File: src/rtl/instruction_memory_loader.sv
// -----------------------------------------------------------------------------
// instruction_memory_loader
//
// Loadable instruction memory for the MIPS CPU. After reset a program image is
// streamed in through a valid/ready load port. The CPU is stalled (cpu_hold)
// until a complete image is resident. Fetches are registered with one cycle of
// latency and carry a valid flag. Addresses beyond the loaded program read as
// NOP_WORD.
//
// Optional feature macro: IMEM_CHECKSUM_EN
//   When defined, the XOR of all loaded words is compared with load_checksum.
//   A mismatch sets the sticky load_error flag and returns to HOLD. When the
//   macro is undefined, load_checksum is ignored and load_error is tied low.
//
// Ports:
//   clk           rising-edge clock
//   rst           asynchronous active-high reset
//   load_start    one-cycle pulse that begins a load (ignored while loading)
//   load_len      word count, sampled on load_start, clamped to DEPTH
//   load_checksum expected XOR of the image, sampled on load_start
//   load_valid    load_data is valid
//   load_data     next instruction word
//   load_ready    block accepts load_data this cycle
//   load_error    sticky checksum-mismatch flag
//   cpu_hold      CPU must stall while high
//   fetch_en      fetch request
//   fetch_addr    fetch word address
//   fetch_data    registered instruction word
//   fetch_valid   fetch_data is valid
// -----------------------------------------------------------------------------
module instruction_memory_loader #(
    parameter int                    ADDR_WIDTH = 3,
    parameter int                    DATA_WIDTH = 32,
    parameter logic [DATA_WIDTH-1:0] NOP_WORD   = '0
) (
    input  logic                  clk,
    input  logic                  rst,
    input  logic                  load_start,
    input  logic [ADDR_WIDTH:0]   load_len,
    input  logic [DATA_WIDTH-1:0] load_checksum,
    input  logic                  load_valid,
    input  logic [DATA_WIDTH-1:0] load_data,
    output logic                  load_ready,
    output logic                  load_error,
    output logic                  cpu_hold,
    input  logic                  fetch_en,
    input  logic [ADDR_WIDTH-1:0] fetch_addr,
    output logic [DATA_WIDTH-1:0] fetch_data,
    output logic                  fetch_valid
);

    localparam int            DEPTH    = 2 ** ADDR_WIDTH;
    localparam int            LW       = ADDR_WIDTH + 1;
    localparam logic [LW-1:0] DEPTH_LW = LW'(DEPTH);

    typedef enum logic [1:0] {
        HOLD = 2'd0,
        LOAD = 2'd1,
        RUN  = 2'd2
    } state_t;

    state_t                state_reg;
    logic [LW-1:0]         len_reg;
    logic [LW-1:0]         ptr_reg;
    logic [LW-1:0]         program_len_reg;
    logic                  load_ready_reg;
    logic                  cpu_hold_reg;
    logic                  fetch_valid_reg;
    logic [DATA_WIDTH-1:0] fetch_data_reg;

    // Program storage; deliberately not reset. program_len_reg gating ensures
    // that stale or uninitialised contents are never returned.
    logic [DATA_WIDTH-1:0] mem [DEPTH];

    logic          accept;
    logic          last_word;
    logic          start_ok;
    logic          chk_fail;
    logic [LW-1:0] len_clamped;

    // load_ready_reg is high exactly while in LOAD, so it doubles as the
    // accept qualifier.
    assign accept      = load_ready_reg && load_valid;
    assign last_word   = accept && (ptr_reg == (len_reg - LW'(1)));
    assign start_ok    = load_start && (load_len != '0) && (state_reg != LOAD);
    assign len_clamped = (load_len > DEPTH_LW) ? DEPTH_LW : load_len;

`ifdef IMEM_CHECKSUM_EN
    logic [DATA_WIDTH-1:0] xor_reg;
    logic [DATA_WIDTH-1:0] chk_reg;
    logic [DATA_WIDTH-1:0] xor_next;
    logic                  load_error_reg;

    // Checksum including the word being accepted this cycle, so the final
    // comparison is available in the same cycle as the last accept.
    assign xor_next = xor_reg ^ load_data;
    assign chk_fail = (xor_next != chk_reg);

    always_ff @(posedge clk or posedge rst) begin
        if (rst) begin
            xor_reg        <= '0;
            chk_reg        <= '0;
            load_error_reg <= 1'b0;
        end else if (start_ok) begin
            xor_reg        <= '0;
            chk_reg        <= load_checksum;
            load_error_reg <= 1'b0;
        end else if (accept) begin
            xor_reg <= xor_next;
            if (last_word && chk_fail) begin
                load_error_reg <= 1'b1;
            end
        end
    end

    assign load_error = load_error_reg;
`else
    assign chk_fail = 1'b0;
    // load_checksum has no function in this build; folding it into a
    // constant-zero AND keeps the port formally used.
    assign load_error = &{1'b0, load_checksum};
`endif

    // Memory write port.
    always_ff @(posedge clk) begin
        if (accept) begin
            mem[ptr_reg[ADDR_WIDTH-1:0]] <= load_data;
        end
    end

    // Control FSM and registered outputs, including the fetch read port.
    always_ff @(posedge clk or posedge rst) begin
        if (rst) begin
            state_reg       <= HOLD;
            len_reg         <= '0;
            ptr_reg         <= '0;
            program_len_reg <= '0;
            load_ready_reg  <= 1'b0;
            cpu_hold_reg    <= 1'b1;
            fetch_valid_reg <= 1'b0;
            fetch_data_reg  <= NOP_WORD;
        end else begin
            if ((state_reg == RUN) && fetch_en) begin
                fetch_valid_reg <= 1'b1;
                fetch_data_reg  <= ({1'b0, fetch_addr} < program_len_reg)
                                   ? mem[fetch_addr] : NOP_WORD;
            end else begin
                fetch_valid_reg <= 1'b0;
                fetch_data_reg  <= NOP_WORD;
            end

            case (state_reg)
                HOLD, RUN: begin
                    if (start_ok) begin
                        state_reg       <= LOAD;
                        ptr_reg         <= '0;
                        len_reg         <= len_clamped;
                        // Drop the old image immediately so nothing stale is
                        // served while the new one arrives.
                        program_len_reg <= '0;
                        load_ready_reg  <= 1'b1;
                        cpu_hold_reg    <= 1'b1;
                    end
                end
                LOAD: begin
                    if (accept) begin
                        ptr_reg <= ptr_reg + LW'(1);
                    end
                    if (last_word) begin
                        load_ready_reg <= 1'b0;
                        if (chk_fail) begin
                            state_reg <= HOLD;
                        end else begin
                            state_reg       <= RUN;
                            cpu_hold_reg    <= 1'b0;
                            program_len_reg <= len_reg;
                        end
                    end
                end
                default: begin
                    state_reg      <= HOLD;
                    load_ready_reg <= 1'b0;
                    cpu_hold_reg   <= 1'b1;
                end
            endcase
        end
    end

    assign load_ready  = load_ready_reg;
    assign cpu_hold    = cpu_hold_reg;
    assign fetch_valid = fetch_valid_reg;
    assign fetch_data  = fetch_data_reg;

endmodule

File: config.mk
export PLATFORM = sky130hd
export DESIGN_NAME = instruction_memory_loader
export DESIGN_NICKNAME = d
export VERILOG_FILES = /design/src/rtl/instruction_memory_loader.sv
export SDC_FILE = /design/constraint.sdc
export NUM_CORES = 1
export LEC_CHECK = 0
export ABC_CLOCK_PERIOD_IN_PS = 11000
export BUFFER_PORTS_ARGS = -buffer_cell sky130_fd_sc_hd__clkbuf_2
export CAP_MARGIN = 20
export CORE_MARGIN = 2
export CORE_UTILIZATION = 35
export DETAILED_ROUTE_END_ITERATION = 16
export PLACE_DENSITY = 0.54
export REMOVE_ABC_BUFFERS = 1
export SLEW_MARGIN = 20
export SYNTH_ARGS = -nofsm -noshare
export SYNTH_HDL_FRONTEND = slang
export SYNTH_SLANG_ARGS = --single-unit
File: constraint.sdc
create_clock -name clk -period 11 [get_ports clk]
set_input_delay 0 -clock clk [delete_from_list [all_inputs] [get_ports clk]]
set_output_delay 0 -clock clk [all_outputs]
set_load 0.02 [all_outputs]
Word level (Yosys, flattened, before mapping) --
Memories as Yosys holds them, arrays and structs flattened. Cells that the tools add are included.
Storage, ports and cells: register bits 49, latch bits 0, bits in writable memories 256, memory bits (read-only) 0, input port bits 76, output and inout bits 36, logic and storage cells 51, memories kept 1
Memory list:
- mem | words 8, bits a word 32, rd ports 1, clocked after memory_dff 0, wr ports 1, line 73 | logic [DATA_WIDTH-1:0] mem [DEPTH];
Operators by class: add/subtract/negate cells 2, $mul 0, div/mod/pow operators 0, order comparisons 2, equal/unequal tests 7, shift operators 0, mux-type cells 18, bitwise operators 0, reduce and logical (&&, ||, !) cells 13
Operator list (number):
- 2-to-1 mux 32 bit | 2
- 2-to-1 mux 4 bit | 4
- one-hot mux 4 bit (2 select lines) | 2
- inequality test 2 bit, second input constant | 3
- AND reduction 3 bit | 2
- logical AND 1 bit | 5
- 2-to-1 mux 1 bit | 5
- adder 4 x 1 -> 4 bit, second input constant | 1
- == test 4 bit | 1
- > comparator 4 bit, second input constant | 1
- < comparator 3 x 4 -> 1 bit | 1
- 2-to-1 mux 2 bit | 2
- one-hot mux 1 bit (2 select lines) | 2
- one-hot mux 2 bit (2 select lines) | 1
- AND reduction 2 bit | 2
- nonzero test 4 bit | 1
- subtractor 4 x 1 -> 4 bit, second input constant | 1
- == test 2 x 1 -> 1 bit, second input constant | 1
- == test 2 bit, second input constant | 1
- zero test 2 bit | 1
- inequality test 2 x 1 -> 1 bit, second input constant | 1
- nonzero test 2 bit | 1
- OR reduction 2 bit | 1

Logic depth before layout (Yosys ltp) --
word-level depth 5, mapped depth 6, mapped depth without buffers 6

Least setup slack after synthesis --
No wires, ideal clock.
path type reg-to-reg, start reg load_ready_reg (netlist: load_ready), end mem mem[0][0] (enable), setup time 501 ps, data arrival time 3775 ps, slack 6723 ps, cell stages (with the launch flop) 3, buffers on the path 0, period minus slack after synthesis 4277 ps, path through dfrtp_1 -> nand2_1 -> nor4_1
Between the ends: cells in the longest elaborated chain, start to end 3
RTL lines:
- start: declaration | line 66 | logic load_ready_reg;
- start signal: assignment | line 138 | load_ready_reg <= 1'b0;
- start signal: assignment | line 161 | load_ready_reg <= 1'b1;
- start signal: assignment | line 170 | load_ready_reg <= 1'b0;
- logical AND 1 bit | line 83 | assign accept = load_ready_reg && load_valid;
- 2-to-1 mux 1 bit | line 126 | if (accept) begin
- 2-to-1 mux 1 bit (implied by the code) | line 127 | mem[ptr_reg[ADDR_WIDTH-1:0]] <= load_data;
- end: declaration | line 73
No other way between the ends.

Worst setup path after layout --
start reg ptr_reg[2], end mem mem[4][2] (enable)
RTL lines:
- start: declaration | line 64 | logic [LW-1:0] ptr_reg;
- start signal: assignment | line 167 | ptr_reg <= ptr_reg + LW'(1);
Straight into the memory's write port.

==> flow_metrics.py <==
metrics = {
    "run_status": {
        "status": "completed",
    },
    "power_and_ir_drop": {
        "p_per_area_nw_per_um2": 213.5,
        "cellLeakagePower_nw": 5.011,
        "ir_worst_vdd_mv": 0.09494,
    },
    "synthesis": {
        "ys_ff_latch": 305,
        "ys_seq_area_share_pct": 76.52,
        "netlist_area_um2": 11650,
        "yosys_most_used_dff": "edfxtp_1",
        "synth-edff-count": 256,
        "synth_cells": 552,
        "syn_avg_cell_area_um2": 21.10,
        "ys.warnings.count": 0,
        "ys_async_sr_fraction_pct": 16.07,
        "ys_types": 36,
    },
    "floorplanning": {
        "start_util_pct": 35.72,
        "die-height_um": 186.4,
        "dieWidth_um": 186.4,
        "rows": 66,
        "core_area_um2": 32620,
        "dieArea_um2": 34760,
        "io_pins": 112,
    },
    "global_route": {
        "top_usage_layer": "met2",
        "use_met2_pct": 24.15,
        "grt_antenna_before_repair": 0,
        "grt_max_degree": 66,
        "grt_first_pass_wirelength_um": 37890,
        "met3_usage_pct": 3.348,
        "grt_util_met1_pct": 19.38,
        "grt_pass1_vias": 6127,
        "grt_usage_pct": 14.51,
        "globalRoute.totalOverflow": 0,
    },
    "sta": {
        "fin_skew_ps": 32.05,
        "worst_pin_slew_ps": 1012,
        "post-route-min-period_ps": 2300,
        "hold_ws_ps": 129.5,
        "slew_violations": 0,
        "rsz0062_at_grt": "no",
        "final.setup.tns_ps": 0,
        "setup_violations": 0,
        "max_freq_mhz": 434.9,
        "post-route-period-util_pct": 20.90,
        "hold_viol_final": 0,
        "relSlewSlack_pct": 32.53,
    },
    "finish": {
        "diodes": 0,
        "fill_cells": 2816,
        "largest_reg_flops": 256,
        "area_growth_syn_to_layout_pct": 21.35,
        "ff_latch_area_um2": 8915,
        "fin_util_pct": 43.34,
        "finalNetCount": 769,
        "multiInputGateArea_um2": 2551,
        "drive_gt1_share_pct": 31.51,
    },
    "worst_setup_path": {
        "end_kind": "flip-flop",
        "r2r_start": "ptr_reg[2]",
        "crit_chain": "nand3_1, nor3_2, buf_4",
        "cp_max_fo": 29,
        "required_ps": 11130,
        "max_stage_delay_ps": 570,
        "crit_slowest_cell": "dfrtp_1",
        "crit_type": "reg -> reg",
        "r2r_cells": 3,
        "arrival_ps": 2430,
        "startpoint_type": "flip-flop",
        "rrSetupSlack_ps": 8700,
        "r2r_end": "mem[4][2]",
    },
    "routing": {
        "ant_nets": 0,
        "vias": 5752,
        "wl_um": 24880,
        "dr.pass1.iters": 4,
        "drc_errors": 0,
        "viasPerCell": 4.976,
        "drt_iter0_markers": 335,
        "wl_per_cell_um": 21.52,
    },
    "clock_network": {
        "clock-sinks": 305,
        "cts-htree-levels": 2,
        "cts_tree": "done",
        "insertion_delay_ps": 520,
        "ctsResizeCount": 0,
        "clk_pin_slew_ps": 60,
        "cts_buffers": 34,
        "cts_max_path_buffers": 3,
        "cts-root-buf": "clkbuf_16",
    },
    "hold_path": {
        "hold_class": "in -> reg",
        "holdPathStages": 4,
        "min_from": "fetch_en",
        "min_to": "fetch_valid",
    },
    "place": {
        "port_buffers": 78,
        "hpwlAfterDp_um": 12540,
        "place.gp.congestion": 0.7805,
    },
    "job": {
        "max_cap_viol_count": 0,
    },
}
[worst max-delay path: cells and delay by family (launching register included)]
family                 cells  cell delay, ps
DFF                        1             570
buffers and inverters      1             530
and+or+nand+nor            2             820
[worst max-delay path by stage]
stage / slack, ps / end / startpoint / cells past startpoint
2_1_floorplan: 6720 / mem[0][0] / load_ready / 2
3_3_place_gp: 8420 / fetch_data[29] / fetch_addr[0] / 7
3_5_place_dp: 8400 / fetch_data[29] / fetch_addr[0] / 7
4_1_cts: 8670 / mem[4][17] / ptr_reg[2] / 3
5_1_grt: 8520 / mem[4][17] / ptr_reg[2] / 3
6_report: 8700 / mem[4][2] / ptr_reg[2] / 3
[synth_stat cells, types with 2 or more instances]
| cell | n | share of area, % |
|---|---|---|
| buf_2 | 11 | 0.47 |
| mux4_2 | 64 | 12 |
| a211oi_1 | 32 | 2.1 |
| o21ai_0 | 7 | 0.30 |
| mux2_2 | 2 | 0.19 |
| nor3_1 | 6 | 0.26 |
| nor2_1 | 8 | 0.26 |
| nand3_1 | 3 | 0.13 |
| buf_6 | 7 | 0.68 |
| dfrtp_1 | 48 | 10 |
| inv_1 | 9 | 0.29 |
| buf_4 | 2 | 0.13 |
| nand2b_1 | 5 | 0.27 |
| a21oi_1 | 2 | 0.086 |
| clkbuf_1 | 12 | 0.39 |
| or2_2 | 2 | 0.11 |
| mux2i_1 | 34 | 2.9 |
| edfxtp_1 | 256 | 66 |
| xor2_1 | 4 | 0.30 |
| nand2_1 | 13 | 0.42 |
| xnor2_1 | 4 | 0.30 |
| a21o_1 | 2 | 0.13 |
| nand3b_1 | 3 | 0.19 |
| ha_1 | 4 | 0.43 |
[routing by layer]
| metal | share of wire, % | vias up |
|---|---|---|
| met5 | 0 | - |
| met4 | 1.8 | 0 |
| met3 | 6.1 | 32 |
| met2 | 49 | 158 |
| met1 | 43 | 3038 |
| li1 | - | 2524 |
[power breakdown]
group / internal, W / leakage, nW / switching (W) / total, W
sequential: 0.00141 / 2.99 / 0.0000524 / 0.00146
clock: 0.000718 / 0.568 / 0.000446 / 0.00116
combinational: 0.000140 / 1.46 / 0.000255 / 0.000395
total: 0.00226 / 5.01 / 0.000753 / 0.00302
[cells in the final DEF, fill, tap and decap left out, drive strengths merged, types with 11 or more instances in the layout]
cell         netlist  routed
clkinv             0      11
a211oi            32      32
dlygate4sd3        0      41
mux2i             34      34
dfrtp             48      48
mux4              64      64
clkbuf            13     119
nand2             13      13
buf               20      17
edfxtp           256     256
[cells by family after synthesis]
logic type,after synthesis,synth area share (%)
flip-flops,305,76.52
multiplexers,100,15.49
AND/OR/NAND/NOR,47,2.137
AO/OA/AOI/OAI,45,2.792
buffers and inverters,42,1.998
XOR/XNOR,8,0.6014
adder cells (fa/ha/maj),4,0.4296
other,1,0.03219
[timing repair]
action                    4_1_cts  5_1_grt
buffers inserted                0        0
hold buffers                   41        0
hold endpoints to repair      313        0
[through the flow]
| step | worst slack, ps | total power [W] | instances | cell area [um^2] |
|---|---|---|---|---|
| detailed placement | 8396 | 0.001873 | 1054 | 12560 |
| global route | 8523 | 0.003142 | 1156 | 14140 |
| global placement | 8419 | 0.001854 | 1054 | 12560 |
| finish | 8700 | 0.003018 | 1156 | 14140 |
| floorplan | 6723 | 0.001696 | 519 | 11450 |
| CTS | 8667 | 0.003059 | 1156 | 14140 |
[cell type report]
cell class	instances	area share (%)
Multi-Input combinational cell	205	18.05
Sequential cell	305	63.06
Tap cell	442	3.912
Clock buffer	43	6.549
Clock inverter	18	1.717
Timing Repair Buffer	134	6.478
Inverter	9	0.2390
(Power assumes the default switching activity.)
